--- src/rtl/qspi_rx_deser.sv ---
// QSPI receive deserialiser: packs x1/x2/x4 lane samples (MSB- or LSB-first) into DATA_W words, flushes partials on stop.
// Word appears one cycle after its completing sample; one-entry valid/ready buffer drops new words and flags overflow while stalled.
module qspi_rx_deser #(
  parameter int DATA_W = 32,
  parameter int CNT_W  = $clog2(DATA_W + 1)
) (
  input  logic              clk_i,
  input  logic              rst_i,
  input  logic [3:0]        sd_i,
  input  logic              sample_en_i,
  input  logic [1:0]        mode_i,
  input  logic              lsb_first_i,
  input  logic              start_i,
  input  logic              stop_i,
  output logic [DATA_W-1:0] data_o,
  output logic [CNT_W-1:0]  data_bits_o,
  output logic              data_valid_o,
  input  logic              data_ready_i,
  output logic              busy_o,
  output logic              overflow_o
);

  typedef enum logic {
    IDLE  = 1'b0,
    SHIFT = 1'b1
  } state_t;

  localparam logic [CNT_W-1:0] FULL = CNT_W'(DATA_W);

  state_t            state_q;
  logic [1:0]        mode_q;
  logic              lsb_q;
  logic [DATA_W-1:0] sr_q;
  logic [CNT_W-1:0]  cnt_q;

  logic [CNT_W-1:0]  lanes;
  logic [DATA_W-1:0] sr_smp;
  logic [DATA_W-1:0] sr_nxt;
  logic [CNT_W-1:0]  cnt_nxt;
  logic              word_done;
  logic [DATA_W-1:0] flush_dat;
  logic [DATA_W-1:0] emit_dat;
  logic              emit;

  // Reserved mode 11 falls into the default single-lane arm.
  always_comb begin
    lanes  = CNT_W'(1);
    sr_smp = sr_q;
    case (mode_q)
      2'b01: begin
        lanes  = CNT_W'(2);
        sr_smp = lsb_q ? {sd_i[1:0], sr_q[DATA_W-1:2]} : {sr_q[DATA_W-3:0], sd_i[1:0]};
      end
      2'b10: begin
        lanes  = CNT_W'(4);
        sr_smp = lsb_q ? {sd_i[3:0], sr_q[DATA_W-1:4]} : {sr_q[DATA_W-5:0], sd_i[3:0]};
      end
      default: begin
        lanes  = CNT_W'(1);
        sr_smp = lsb_q ? {sd_i[1], sr_q[DATA_W-1:1]} : {sr_q[DATA_W-2:0], sd_i[1]};
      end
    endcase
  end

  // A sample arriving with stop is folded in before the flush decision.
  always_comb begin
    sr_nxt    = sample_en_i ? sr_smp : sr_q;
    cnt_nxt   = sample_en_i ? cnt_q + lanes : cnt_q;
    word_done = sample_en_i && (cnt_nxt == FULL);
    flush_dat = lsb_q ? (sr_nxt >> (FULL - cnt_nxt)) : sr_nxt;
    emit_dat  = word_done ? sr_nxt : flush_dat;
    emit      = (state_q == SHIFT) && !start_i &&
                (word_done || (stop_i && (cnt_nxt != '0)));
  end

  always_ff @(posedge clk_i) begin
    if (rst_i) begin
      state_q      <= IDLE;
      mode_q       <= 2'b00;
      lsb_q        <= 1'b0;
      sr_q         <= '0;
      cnt_q        <= '0;
      data_o       <= '0;
      data_bits_o  <= '0;
      data_valid_o <= 1'b0;
      busy_o       <= 1'b0;
      overflow_o   <= 1'b0;
    end else begin
      if (data_valid_o && data_ready_i) begin
        data_valid_o <= 1'b0;
      end
      if (emit) begin
        if (!data_valid_o || data_ready_i) begin
          data_o       <= emit_dat;
          data_bits_o  <= cnt_nxt;
          data_valid_o <= 1'b1;
        end else begin
          overflow_o <= 1'b1;
        end
      end

      // start takes priority over stop and restarts from either state.
      if (start_i) begin
        state_q    <= SHIFT;
        busy_o     <= 1'b1;
        mode_q     <= mode_i;
        lsb_q      <= lsb_first_i;
        sr_q       <= '0;
        cnt_q      <= '0;
        overflow_o <= 1'b0;
      end else if (state_q == SHIFT) begin
        if (stop_i) begin
          state_q <= IDLE;
          busy_o  <= 1'b0;
          sr_q    <= '0;
          cnt_q   <= '0;
        end else if (word_done) begin
          sr_q  <= '0;
          cnt_q <= '0;
        end else if (sample_en_i) begin
          sr_q  <= sr_nxt;
          cnt_q <= cnt_nxt;
        end
      end
    end
  end

endmodule

--- config.mk ---
export PLATFORM = sky130hd
export DESIGN_NAME = qspi_rx_deser
export DESIGN_NICKNAME = d
export VERILOG_FILES = /design/src/rtl/qspi_rx_deser.sv
export SDC_FILE = /design/constraint.sdc
export NUM_CORES = 1
export LEC_CHECK = 0
export ABC_CLOCK_PERIOD_IN_PS = 5250
export BUFFER_PORTS_ARGS = -buffer_cell sky130_fd_sc_hd__buf_4
export CAP_MARGIN = 10
export CORE_MARGIN = 1.5
export CORE_UTILIZATION = 30
export DETAILED_ROUTE_END_ITERATION = 8
export PLACE_DENSITY = 0.41
export REMOVE_ABC_BUFFERS = 1
export SLEW_MARGIN = 10
export SYNTH_ARGS = -nofsm -noshare
export SYNTH_HDL_FRONTEND = slang
export SYNTH_SLANG_ARGS = --single-unit
--- constraint.sdc ---
create_clock -name clk_i -period 5.25 [get_ports clk_i]
set_input_delay 0.2625 -clock clk_i [delete_from_list [all_inputs] [get_ports clk_i]]
set_output_delay 0.2625 -clock clk_i [all_outputs]
set_load 0.02 [all_outputs]
==> PnR_summary.wiki, run 1 <==
{| class="wikitable"
! Metric !! Value
|-
| Final worst-path cycle share || 0.8395
|-
| Leakage power figure || 3.278 nW
|-
| Post-synthesis area per instance || 7.652 µm²
|-
| Clk_lat worst skew || 360 ps
|-
| Peak supply drop || 0.1419 mV
|-
| Most numerous cell in the Yosys netlist || sky130_fd_sc_hd__nor2_1
|-
| Total vias in the final route || 9,034
|-
| Global-route wire length before repair || 54,900 µm
|-
| Least-Margin Pin Slew || 1109 ps
|-
| Maxcap violations || 0
|-
| Tot Pwr || 2.221 mW
|-
| Number of filler cells placed in the layout || 3,012
|-
| Global placement routability congestion || 0.9176
|-
| Area Growth Syn to Fin || 10.44%
|-
| Async set or reset register ratio after synthesis || 0
|-
| Grt total ovfl || 0
|-
| Post-CTS Hold Buffers || 0
|-
| Achievable clock frequency || 226.9 MHz
|-
| Synth warnings || 0
|-
| Total Die Area || 29,250 µm²
|-
| Crit path arrival time || 4720 ps
|-
| Share of synthesized area occupied by flip-flops and latches || 0.1962
|-
| Synthesized netlist cell count || 1,107
|-
| Number of setup buffers added after CTS || 0
|-
| Post-route cell area || 9355 µm²
|-
| Maximum number of pins on one net before global-route repair || 71
|-
| Worst Path Max Fanout || 29
|-
| Std-Cell Core Area || 27,780 µm²
|-
| Top flip-flop cell by instance count after synthesis || sky130_fd_sc_hd__dfxtp_1
|-
| Leading post-synthesis cells by cell area || sky130_fd_sc_hd__dfxtp_1 (20%), sky130_fd_sc_hd__mux2i_1 (8.0%), sky130_fd_sc_hd__nor2_1 (5.3%), sky130_fd_sc_hd__mux2_2 (5.1%), sky130_fd_sc_hd__a21oi_1 (4.3%)
|-
| Unrepaired setup endpoints after global routing || no
|-
| Die X || 171.0 µm
|-
| WL final || 35,830 µm
|-
| Required @ worst endpoint || 5560 ps
|-
| Power density of the placed cells || 237.4 nW/µm²
|-
| Total clock buffers created by CTS || 9
|-
| Worst min-delay path class || primary input to register
|-
| Ports || 54
|-
| Number of enable flip-flop cells after synthesis || 0
|-
| Total clock sinks || 83
|-
| Endpoints failing hold || 0
|-
| Cell area after synthesis || 8471 µm²
|-
| Resized cells post-CTS || 0
|-
| CTS tree || yes
|-
| # nets final || 1,106
|-
| Instance area at placement || 9045 µm²
|-
| Total negative setup slack || 0 ps
|-
| Post-Route Skew || 12.82 ps
|-
| Buffers added on ports || 53
|-
| Antenna diodes || 0
|-
| Mean number of vias per cell || 6.154
|-
| Share of the synthesized area in the top cell type || 0.1962
|-
| Utilization of the core after routing || 0.3367
|-
| Largest area contributor in the synthesized netlist || sky130_fd_sc_hd__dfxtp_1
|-
| Synth top cells by count || sky130_fd_sc_hd__nor2_1 (119), sky130_fd_sc_hd__dfxtp_1 (83), sky130_fd_sc_hd__nand2_1 (78)
|-
| Final count of pins violating max slew || 0
|-
| Count of state elements after synthesis || 83
|-
| Cell row count || 61
|-
| Worst Setup End Kind || register
|-
| Final setup violating endpoints || 0
|-
| Clock-pin slew of the registers on the worst-case setup and hold paths || 80 ps
|-
| Pre-Repair DR Iteration Count || 5
|-
| Max clock buf depth || 2
|-
| Total GRT Usage || 0.2483
|-
| Flop-to-flop setup slack || 840 ps
|-
| Post-route minimum period || 4407 ps
|-
| Status || finished clean
|-
| Die extent in y || 171.0 µm
|-
| Number of unique standard cell types used by synthesis || 92
|-
| DP HPWL || 25,490 µm
|-
| Iter 0 DRT Violations || 804
|-
| Ratio of cells with drive above 1 in the final layout || 0.1734
|-
| Slew margin rel. || 0.2606
|-
| Clock root buffer || sky130_fd_sc_hd__clkbuf_16
|-
| Number of global-route vias before repair || 8,526
|-
| Remaining antenna violation count || 0
|-
| Sort of element at the start of the critical path || register
|-
| Average wire per cell in the routed design || 24.41 µm
|-
| Antenna violations before repair || 0
|-
| DRC violation count after routing || 0
|-
| Htree depth || 3
|-
| Initial standard-cell utilization of the core || 0.3049
|-
| Crit path kind || register to register
|}
metal layers:
layer / wire length (µm) / share of wire / global-route usage / up-vias
met2: 16360 / 0.46 / 0.3947 / 331
met3: 2146 / 0.060 / 0.03632 / 57
li1: - / - / - / 4222
met5: 0 / 0 / 0 / -
met1: 16190 / 0.45 / 0.3426 / 4424
met4: 1126 / 0.031 / 0.08162 / 0
flip-flops by register name (all words and copies together) (netlist names):
name	cells
data_o	32
sr_q	32
cnt_q	6
data_bits_o	6
mode_q	2
busy_o	1
data_valid_o	1
lsb_q	1
overflow_o	1
state_q	1
critical path, cell delays in order (launching register included):
cell and delay (ps):
sky130_fd_sc_hd__dfxtp_1 390, sky130_fd_sc_hd__inv_1 60, sky130_fd_sc_hd__ha_2 300, sky130_fd_sc_hd__ha_1 230, sky130_fd_sc_hd__fa_1 480, sky130_fd_sc_hd__mux2i_1 310, sky130_fd_sc_hd__ha_1 390, sky130_fd_sc_hd__nand2_1 110
sky130_fd_sc_hd__o2bb2ai_1 260, sky130_fd_sc_hd__and4_1 320, sky130_fd_sc_hd__a21oi_1 160, sky130_fd_sc_hd__nor2_4 620, sky130_fd_sc_hd__nand3_1 290, sky130_fd_sc_hd__nor4_1 310, sky130_fd_sc_hd__or3_1 130
final cells by class:
class / instances / area (µm²) / area share
Clock inverter: 6 / 71.32 / 0.007623
Tap cell: 378 / 473.0 / 0.05056
Clock buffer: 10 / 239.0 / 0.02554
Multi-Input combinational cell: 886 / 6177 / 0.6603
Sequential cell: 83 / 1665 / 0.1780
Timing Repair Buffer: 86 / 658.1 / 0.07035
Inverter: 19 / 71.32 / 0.007623
final timing paths:
check             startpoint    endpoint  cells after the start
setup / recovery   mode_q[0]   data_o[1]                     14
hold / removal     mode_i[0]   mode_q[0]                      3
setup reg to reg   mode_q[0]   data_o[1]                     14
hold reg to reg   overflow_o  overflow_o                      2
cell families after synthesis:
kind of cell,count (synthesis),synth area share
simple gates,351,0.1976
buf+inv,138,0.07843
compound gates,399,0.3393
fa+ha+maj,8,0.01270
xor+xnor,7,0.009898
flops,83,0.1962
mux,121,0.1659
report_power, final:
group | switching, mW | total (mW) | leakage (nW) | internal [mW]
Clock | 0.329 | 0.717 | 0.146 | 0.388
Sequential | 0.0229 | 0.665 | 0.672 | 0.642
Combinational | 0.562 | 0.838 | 2.46 | 0.277
Total | 0.914 | 2.22 | 3.28 | 1.31
cells in the final DEF (no fill, tap or decap), types with 10 or more instances in the layout:
| cell | n |
|---|---|
| sky130_fd_sc_hd__or3_1 | 10 |
| sky130_fd_sc_hd__a21oi_1 | 72 |
| sky130_fd_sc_hd__o22ai_1 | 14 |
| sky130_fd_sc_hd__a31oi_1 | 25 |
| sky130_fd_sc_hd__dfxtp_1 | 82 |
| sky130_fd_sc_hd__nand4_1 | 14 |
| sky130_fd_sc_hd__nand2b_1 | 23 |
| sky130_fd_sc_hd__a211oi_1 | 15 |
| sky130_fd_sc_hd__nand2_1 | 78 |
| sky130_fd_sc_hd__nor2b_1 | 13 |
| sky130_fd_sc_hd__inv_1 | 15 |
| sky130_fd_sc_hd__a22oi_1 | 37 |
| sky130_fd_sc_hd__o211ai_1 | 17 |
| sky130_fd_sc_hd__buf_4 | 85 |
| sky130_fd_sc_hd__a221oi_1 | 16 |
| sky130_fd_sc_hd__nand3_1 | 26 |
| sky130_fd_sc_hd__mux2_2 | 38 |
| sky130_fd_sc_hd__mux4_2 | 11 |
| sky130_fd_sc_hd__mux2i_1 | 68 |
| sky130_fd_sc_hd__o21ai_0 | 58 |
| sky130_fd_sc_hd__nor2_1 | 119 |
| sky130_fd_sc_hd__nor3_1 | 31 |
| sky130_fd_sc_hd__o221ai_1 | 13 |
stage by stage:
stage               instances  setup slack [ps]  hold slack (ps)
finish                   1468             842.6            131.9
global route             1468             350.8            158.0
CTS                      1468             807.2            131.7
detailed placement       1452             846.6            474.7
global placement         1452             973.5            477.3
floorplan                 988             -1394            331.6
No activity file was read; power rests on OpenSTA's default activity.
==> run 2, diff against run 1 <==
--- a/config.mk
+++ b/config.mk
@@ -5,13 +5,13 @@
 export SDC_FILE = /design/constraint.sdc
 export NUM_CORES = 1
 export LEC_CHECK = 0
-export ABC_CLOCK_PERIOD_IN_PS = 5250
+export ABC_CLOCK_PERIOD_IN_PS = 3900
 export BUFFER_PORTS_ARGS = -buffer_cell sky130_fd_sc_hd__buf_4
 export CAP_MARGIN = 10
 export CORE_MARGIN = 1.5
 export CORE_UTILIZATION = 30
 export DETAILED_ROUTE_END_ITERATION = 8
-export PLACE_DENSITY = 0.41
+export PLACE_DENSITY = 0.43
 export REMOVE_ABC_BUFFERS = 1
 export SLEW_MARGIN = 10
 export SYNTH_ARGS = -nofsm -noshare
==> constraint.sdc (replaced) <==
create_clock -name clk_i -period 3.9 [get_ports clk_i]
set_input_delay 0.195 -clock clk_i [delete_from_list [all_inputs] [get_ports clk_i]]
set_output_delay 0.195 -clock clk_i [all_outputs]
set_load 0.02 [all_outputs]
==> PnR_summary.wiki, run 2 (same netlist as run 1, synthesis figures left out) <==
{| class="wikitable"
! Metric !! Value
|-
| Status || finished clean
|-
| Most used cells in the layout excluding fill and tap cells || sky130_fd_sc_hd__buf_4 (145), sky130_fd_sc_hd__nor2_1 (118), sky130_fd_sc_hd__dfxtp_1 (82), sky130_fd_sc_hd__nand2_1 (78), sky130_fd_sc_hd__a21oi_1 (72)
|-
| Regs by FF count || data_o x32, sr_q x32
|-
| Flop-to-flop setup slack || 130 ps
|-
| Total vias in the final route || 9,256
|-
| Antenna violations before repair || 0
|-
| Leakage power figure || 3.624 nW
|-
| Internal Power || 1.807 mW
|-
| Smallest hold slack || 52.05 ps
|-
| Cell type of the slowest stage on the worst timing path || sky130_fd_sc_hd__fa_1
|-
| Clock root buffer || sky130_fd_sc_hd__clkbuf_16
|-
| Iter 0 DRT Violations || 1,042
|-
| Std-Cell Core Area || 27,780 µm²
|-
| Achievable clock frequency || 265.3 MHz
|-
| Top cell family by delay on the critical path || adder cells
|-
| Final setup violating endpoints || 0
|-
| Buffers added on ports || 53
|-
| Crit path buffers/inverters || 3
|-
| Least-Margin Pin Slew || 1033 ps
|-
| Worst min-delay path class || primary input to register
|-
| End of the worst register-to-register path || data_o[11]
|-
| Die extent in y || 171.0 µm
|-
| Global placement routability congestion || 0.9171
|-
| # nets final || 1,173
|-
| Total clock sinks || 83
|-
| Die X || 171.0 µm
|-
| Critical Path, Cell by Cell || inv_1 -> ha_2 -> ha_1 -> fa_1 -> xor2_2 -> o21bai_2 -> nand3_2 -> xnor2_2 -> buf_4 -> nor2_1 -> a221oi_2 -> buf_4 -> a21oi_1
|-
| CTS tree || yes
|-
| Clock-pin slew of the registers on the worst-case setup and hold paths || 80 ps
|-
| Crit path arrival time || 4020 ps
|-
| Total Die Area || 29,250 µm²
|-
| Final count of pins violating max slew || 0
|-
| Worst Path Max Fanout || 20
|-
| Largest stage delay on the critical path || 470 ps
|-
| Post-Route Skew || 16.58 ps
|-
| Global-route wire length before repair || 55,590 µm
|-
| Most common library cell in the layout ignoring fill and taps || sky130_fd_sc_hd__buf_4
|-
| Clk_lat worst skew || 370 ps
|-
| Area Growth Syn to Fin || 18.27%
|-
| Grt total ovfl || 0
|-
| Antenna diodes || 0
|-
| Cell row count || 61
|-
| Slew margin rel. || 0.3043
|-
| Pre-Repair DR Iteration Count || 5
|-
| WL final || 35,940 µm
|-
| Max clock buf depth || 2
|-
| Crit path kind || register to register
|-
| Sw Pwr || 1.294 mW
|-
| Total GRT Usage || 0.2497
|-
| Hold-critical path depth || 3
|-
| Gate power share || 0.414
|-
| Number of global-route vias before repair || 8,738
|-
| Most prevalent standard cell on the critical path || sky130_fd_sc_hd__buf_4
|-
| DR top layer || met4
|-
| Maxcap violations || 0
|-
| Mean number of vias per cell || 6.030
|-
| Required @ worst endpoint || 4150 ps
|-
| Fraction of power spent switching nets || 0.4173
|-
| Average wire per cell in the routed design || 23.42 µm
|-
| Remaining antenna violation count || 0
|-
| DR WL met2 || 16,300 µm
|-
| Htree depth || 3
|-
| Tot Pwr || 3.100 mW
|-
| Ratio of cells with drive above 1 in the final layout || 0.2325
|-
| Min-delay src || lsb_first_i
|-
| Power density of the placed cells || 309.5 nW/µm²
|-
| Ports || 54
|-
| Hold Crit Endpoint || lsb_q
|-
| Peak supply drop || 0.1520 mV
|-
| Initial standard-cell utilization of the core || 0.3049
|-
| Final worst-path cycle share || 0.9665
|-
| Total clock buffers created by CTS || 9
|-
| Endpoints failing hold || 0
|-
| Post-route minimum period || 3770 ps
|-
| Worst Reg2Reg Path Length in Cells || 13
|-
| WL met3 || 2229 µm
|-
| DRC violation count after routing || 0
|-
| R2R Path Start || mode_q[0]
|-
| DP HPWL || 26,330 µm
|-
| Worst Setup End Kind || register
|-
| Maximum number of pins on one net before global-route repair || 82
|-
| Clock group share of total power || 0.299
|-
| Routed met1 length || 16,190 µm
|-
| Sort of element at the start of the critical path || register
|-
| Sequential share of power || 0.287
|}
## run 2: cell count changes in the layout (fill, tap and decap cells not counted), sizes merged
cell,previous run,this run
inv,19,21
bufinv,1,0
clkbuf,10,9
buf,86,153
## run 2: area by class of cell
cell class	count	area, µm²
Clock buffer	9	225.2
Tap cell	378	473.0
Sequential cell	83	1665
Timing Repair Buffer	153	1240
Inverter	19	73.82
Multi-Input combinational cell	886	6270
Fill cell	2988	17760
Clock inverter	7	71.32
## run 2: tightest hold or removal path, cell delays in order
cell,delay [ps]
sky130_fd_sc_hd__buf_4,70
sky130_fd_sc_hd__mux2i_1,50
sky130_fd_sc_hd__nor2_1,70
## run 2: how the worst max path moves through the flow
stage	from	endpoint	cells past startpoint
CTS	mode_q[0]	data_o[17]	14
detailed placement	mode_q[0]	data_o[17]	14
floorplan	mode_q[0]	data_o[1]	12
finish	mode_q[0]	data_o[11]	13
global placement	mode_q[0]	data_o[5]	14
global route	mode_q[0]	data_o[23]	14
## run 2: repair_timing
item,4_1_cts,5_1_grt
setup buffers,0,2
gates resized for setup,0,23
hold buffers,0,0
setup endpoints to repair,0,22
## run 2: power by group through the flow
stage / Combinational [mW] / Sequential [mW] / Clock, mW
floorplan: 0.675 / 0.931 / 0
global placement: 1.24 / 0.909 / 0
detailed placement: 1.23 / 0.909 / 0
CTS: 1.24 / 0.889 / 0.954
global route: 1.37 / 0.893 / 0.980
finish: 1.28 / 0.889 / 0.928
## run 2: through the flow
stage / instance area [µm²] / instances / TNS [ps] / setup WS, ps / util
finish: 10020 / 1535 / 0 / 130.5 / 0.3606
global route: 10020 / 1535 / -24.39 / -10.07 / 0.3606
CTS: 9905 / 1533 / 0 / 43.99 / 0.3565
detailed placement: 9608 / 1517 / 0 / 84.30 / 0.3458
global placement: 9608 / 1517 / 0 / 189.5 / 0.3458
floorplan: 7878 / 988 / -152470 / -2744 / -
## run 2: per-layer routing
layer,vias up,global-route usage
li1,4342,-
met3,68,0.03886
met2,355,0.3991
met4,0,0.08581
met5,-,0
met1,4491,0.3397
==> run 3, diff against run 2 <==
--- a/config.mk
+++ b/config.mk
@@ -6,7 +6,7 @@
 export NUM_CORES = 1
 export LEC_CHECK = 0
 export ABC_CLOCK_PERIOD_IN_PS = 3900
-export BUFFER_PORTS_ARGS = -buffer_cell sky130_fd_sc_hd__buf_4
+export BUFFER_PORTS_ARGS = -buffer_cell sky130_fd_sc_hd__buf_2
 export CAP_MARGIN = 10
 export CORE_MARGIN = 1.5
 export CORE_UTILIZATION = 30
==> PnR_summary.wiki, run 3 (same netlist as run 1, synthesis figures left out) <==
{| class="wikitable"
! Metric !! Value
|-
| Most used cells in the layout excluding fill and tap cells || sky130_fd_sc_hd__nor2_1 (117), sky130_fd_sc_hd__dfxtp_1 (82), sky130_fd_sc_hd__nand2_1 (78), sky130_fd_sc_hd__a21oi_1 (72), sky130_fd_sc_hd__buf_4 (70)
|-
| Grt total ovfl || 0
|-
| Sort of element at the start of the critical path || register
|-
| Htree depth || 3
|-
| Maxcap violations || 0
|-
| Average wire per cell in the routed design || 23.38 µm
|-
| DR WL met2 || 15,740 µm
|-
| Worst min-delay path class || primary input to register
|-
| Buffers added on ports || 53
|-
| Iter 0 DRT Violations || 1,010
|-
| Endpoints failing hold || 0
|-
| Max clock buf depth || 2
|-
| Least-Margin Pin Slew || 1008 ps
|-
| CTS tree || yes
|-
| Min-delay src || mode_i[0]
|-
| Total clock buffers created by CTS || 9
|-
| Peak supply drop || 0.1590 mV
|-
| Total negative setup slack || 0 ps
|-
| Total clock sinks || 83
|-
| Std-Cell Core Area || 27,780 µm²
|-
| Regs by FF count || data_o x32, sr_q x32
|-
| Cell type of the slowest stage on the worst timing path || sky130_fd_sc_hd__fa_1
|-
| Ratio of cells with drive above 1 in the final layout || 0.2204
|-
| WL final || 35,470 µm
|-
| Number of standard cells in the final layout excluding fillers || 1,517
|-
| Achievable clock frequency || 271.6 MHz
|-
| DRC violation count after routing || 0
|-
| Global placement routability congestion || 0.9462
|-
| Flop-to-flop setup slack || 220 ps
|-
| Most common library cell in the layout ignoring fill and taps || sky130_fd_sc_hd__nor2_1
|-
| Clock-pin slew of the registers on the worst-case setup and hold paths || 80 ps
|-
| Worst Path Max Fanout || 11
|-
| Number of global-route vias before repair || 8,761
|-
| Slew margin rel. || 0.3209
|-
| WL met3 || 2136 µm
|-
| Global-route wire length before repair || 55,010 µm
|-
| Top cell family by delay on the critical path || adder cells
|-
| Worst Setup End Kind || register
|-
| Status || finished clean
|-
| Power density of the placed cells || 311.7 nW/µm²
|-
| # nets final || 1,155
|-
| Crit path arrival time || 3930 ps
|-
| Crit path kind || register to register
|-
| Post-route minimum period || 3681 ps
|-
| Pre-Repair DR Iteration Count || 6
|-
| Unrepaired setup endpoints after global routing || no
|-
| Clock root buffer || sky130_fd_sc_hd__clkbuf_16
|-
| Final worst-path cycle share || 0.9439
|-
| Post-CTS Hold Buffers || 0
|-
| Total GRT Usage || 0.2472
|-
| Post-Route Skew || 13.50 ps
|-
| Number of filler cells placed in the layout || 3,024
|-
| Post-route cell area || 9773 µm²
|-
| Die extent in y || 171.0 µm
|-
| Antenna violations before repair || 0
|-
| Worst Reg2Reg Path Length in Cells || 14
|-
| Most prevalent standard cell on the critical path || sky130_fd_sc_hd__ha_2
|-
| Instance area at placement || 9390 µm²
|-
| Required @ worst endpoint || 4140 ps
|-
| DR top layer || met4
|-
| Hold Crit Endpoint || mode_q[0]
|-
| Tot Pwr || 3.046 mW
|-
| R2R Path Start || mode_q[0]
|-
| Number of cells after detailed placement || 1,499
|-
| Maximum number of pins on one net before global-route repair || 82
|-
| DP HPWL || 25,790 µm
|-
| Crit path buffers/inverters || 3
|-
| Die X || 171.0 µm
|-
| Total Die Area || 29,250 µm²
|-
| Final count of pins violating max slew || 0
|-
| Antenna diodes || 0
|-
| Largest stage delay on the critical path || 430 ps
|-
| Final setup violating endpoints || 0
|-
| Cell row count || 61
|-
| Total vias in the final route || 9,277
|-
| Clk_lat worst skew || 370 ps
|-
| Ports || 54
|-
| Hold-critical path depth || 3
|-
| Initial standard-cell utilization of the core || 0.3049
|-
| Remaining antenna violation count || 0
|-
| End of the worst register-to-register path || data_o[0]
|-
| Routed met1 length || 16,220 µm
|-
| Critical Path, Cell by Cell || inv_1 -> ha_2 -> ha_2 -> fa_1 -> mux2i_1 -> ha_2 -> buf_4 -> xnor2_2 -> buf_4 -> mux4_2 -> and3_1 -> a221o_1 -> a21oi_1 -> a21oi_1
|-
| Mean number of vias per cell || 6.115
|-
| Leakage power figure || 3.555 nW
|-
| Area Growth Syn to Fin || 15.38%
|}
run 3: changes by cell type in the layout (fill, tap and decap cells not counted), moves of 2 or more:
cell                         change
sky130_fd_sc_hd__clkinv_4        +2
sky130_fd_sc_hd__ha_2            +2
sky130_fd_sc_hd__ha_1            -2
sky130_fd_sc_hd__inv_6           +2
sky130_fd_sc_hd__a2111oi_1       -2
sky130_fd_sc_hd__inv_4           -2
sky130_fd_sc_hd__buf_12          +4
sky130_fd_sc_hd__buf_2          +53
sky130_fd_sc_hd__clkinvlp_4      -2
sky130_fd_sc_hd__buf_4          -75
run 3: routing by layer:
layer,GRT usage,vias to the layer above
li1,-,4312
met1,0.3396,4498
met2,0.3828,394
met3,0.03747,73
met4,0.1041,0
met5,0,-
run 3: metrics by stage:
step	setup WS [ps]	hold WS (ps)	utilization
finish	218.6	64.19	0.3518
global route	8.356	99.67	0.3518
CTS	41.41	62.31	0.3486
detailed placement	43.41	438.4	0.3380
global placement	184.9	444.1	0.3380
floorplan	-2744	264.1	-
run 3: area by class of cell:
class,count,area (µm²),share of cell area
flip-flops and latches,83,1665,0.1704
repair buffers,135,1022,0.1046
multi-input cells,886,6247,0.6392
inverters,19,71.32,0.007297
clock buffers,9,225.2,0.02304
well taps,378,473.0,0.04839
clock inverters,7,68.82,0.007041
run 3: timing repair:
item,CTS,global route
gates resized for setup,0,18
endpoints found under the setup margin,0,26
buffers inserted,0,2
run 3: worst max-delay path by stage:
stage | start | endpoint | slack, ps | cells after the start
floorplan | mode_q[0] | data_o[1] | -2740 | 12
global placement | mode_q[0] | data_o[12] | 180 | 14
detailed placement | mode_q[0] | data_o[18] | 40 | 14
CTS | mode_q[0] | data_o[18] | 40 | 14
global route | mode_q[0] | data_o[0] | 8 | 14
finish | mode_q[0] | data_o[0] | 220 | 14
run 3: power by group:
group / switching, mW / internal [mW] / total [mW]
registers: 0.0220 / 0.865 / 0.887
clock network: 0.468 / 0.455 / 0.923
logic: 0.788 / 0.448 / 1.24
total: 1.28 / 1.77 / 3.05
run 3: worst register-to-register path: stages (launching register included):
cell and delay (ps):
sky130_fd_sc_hd__dfxtp_1 330, sky130_fd_sc_hd__inv_1 50, sky130_fd_sc_hd__ha_2 340, sky130_fd_sc_hd__ha_2 220, sky130_fd_sc_hd__fa_1 430, sky130_fd_sc_hd__mux2i_1 210, sky130_fd_sc_hd__ha_2 250, sky130_fd_sc_hd__buf_4 160
sky130_fd_sc_hd__xnor2_2 160, sky130_fd_sc_hd__buf_4 240, sky130_fd_sc_hd__mux4_2 340, sky130_fd_sc_hd__and3_1 190, sky130_fd_sc_hd__a221o_1 310, sky130_fd_sc_hd__a21oi_1 230, sky130_fd_sc_hd__a21oi_1 100
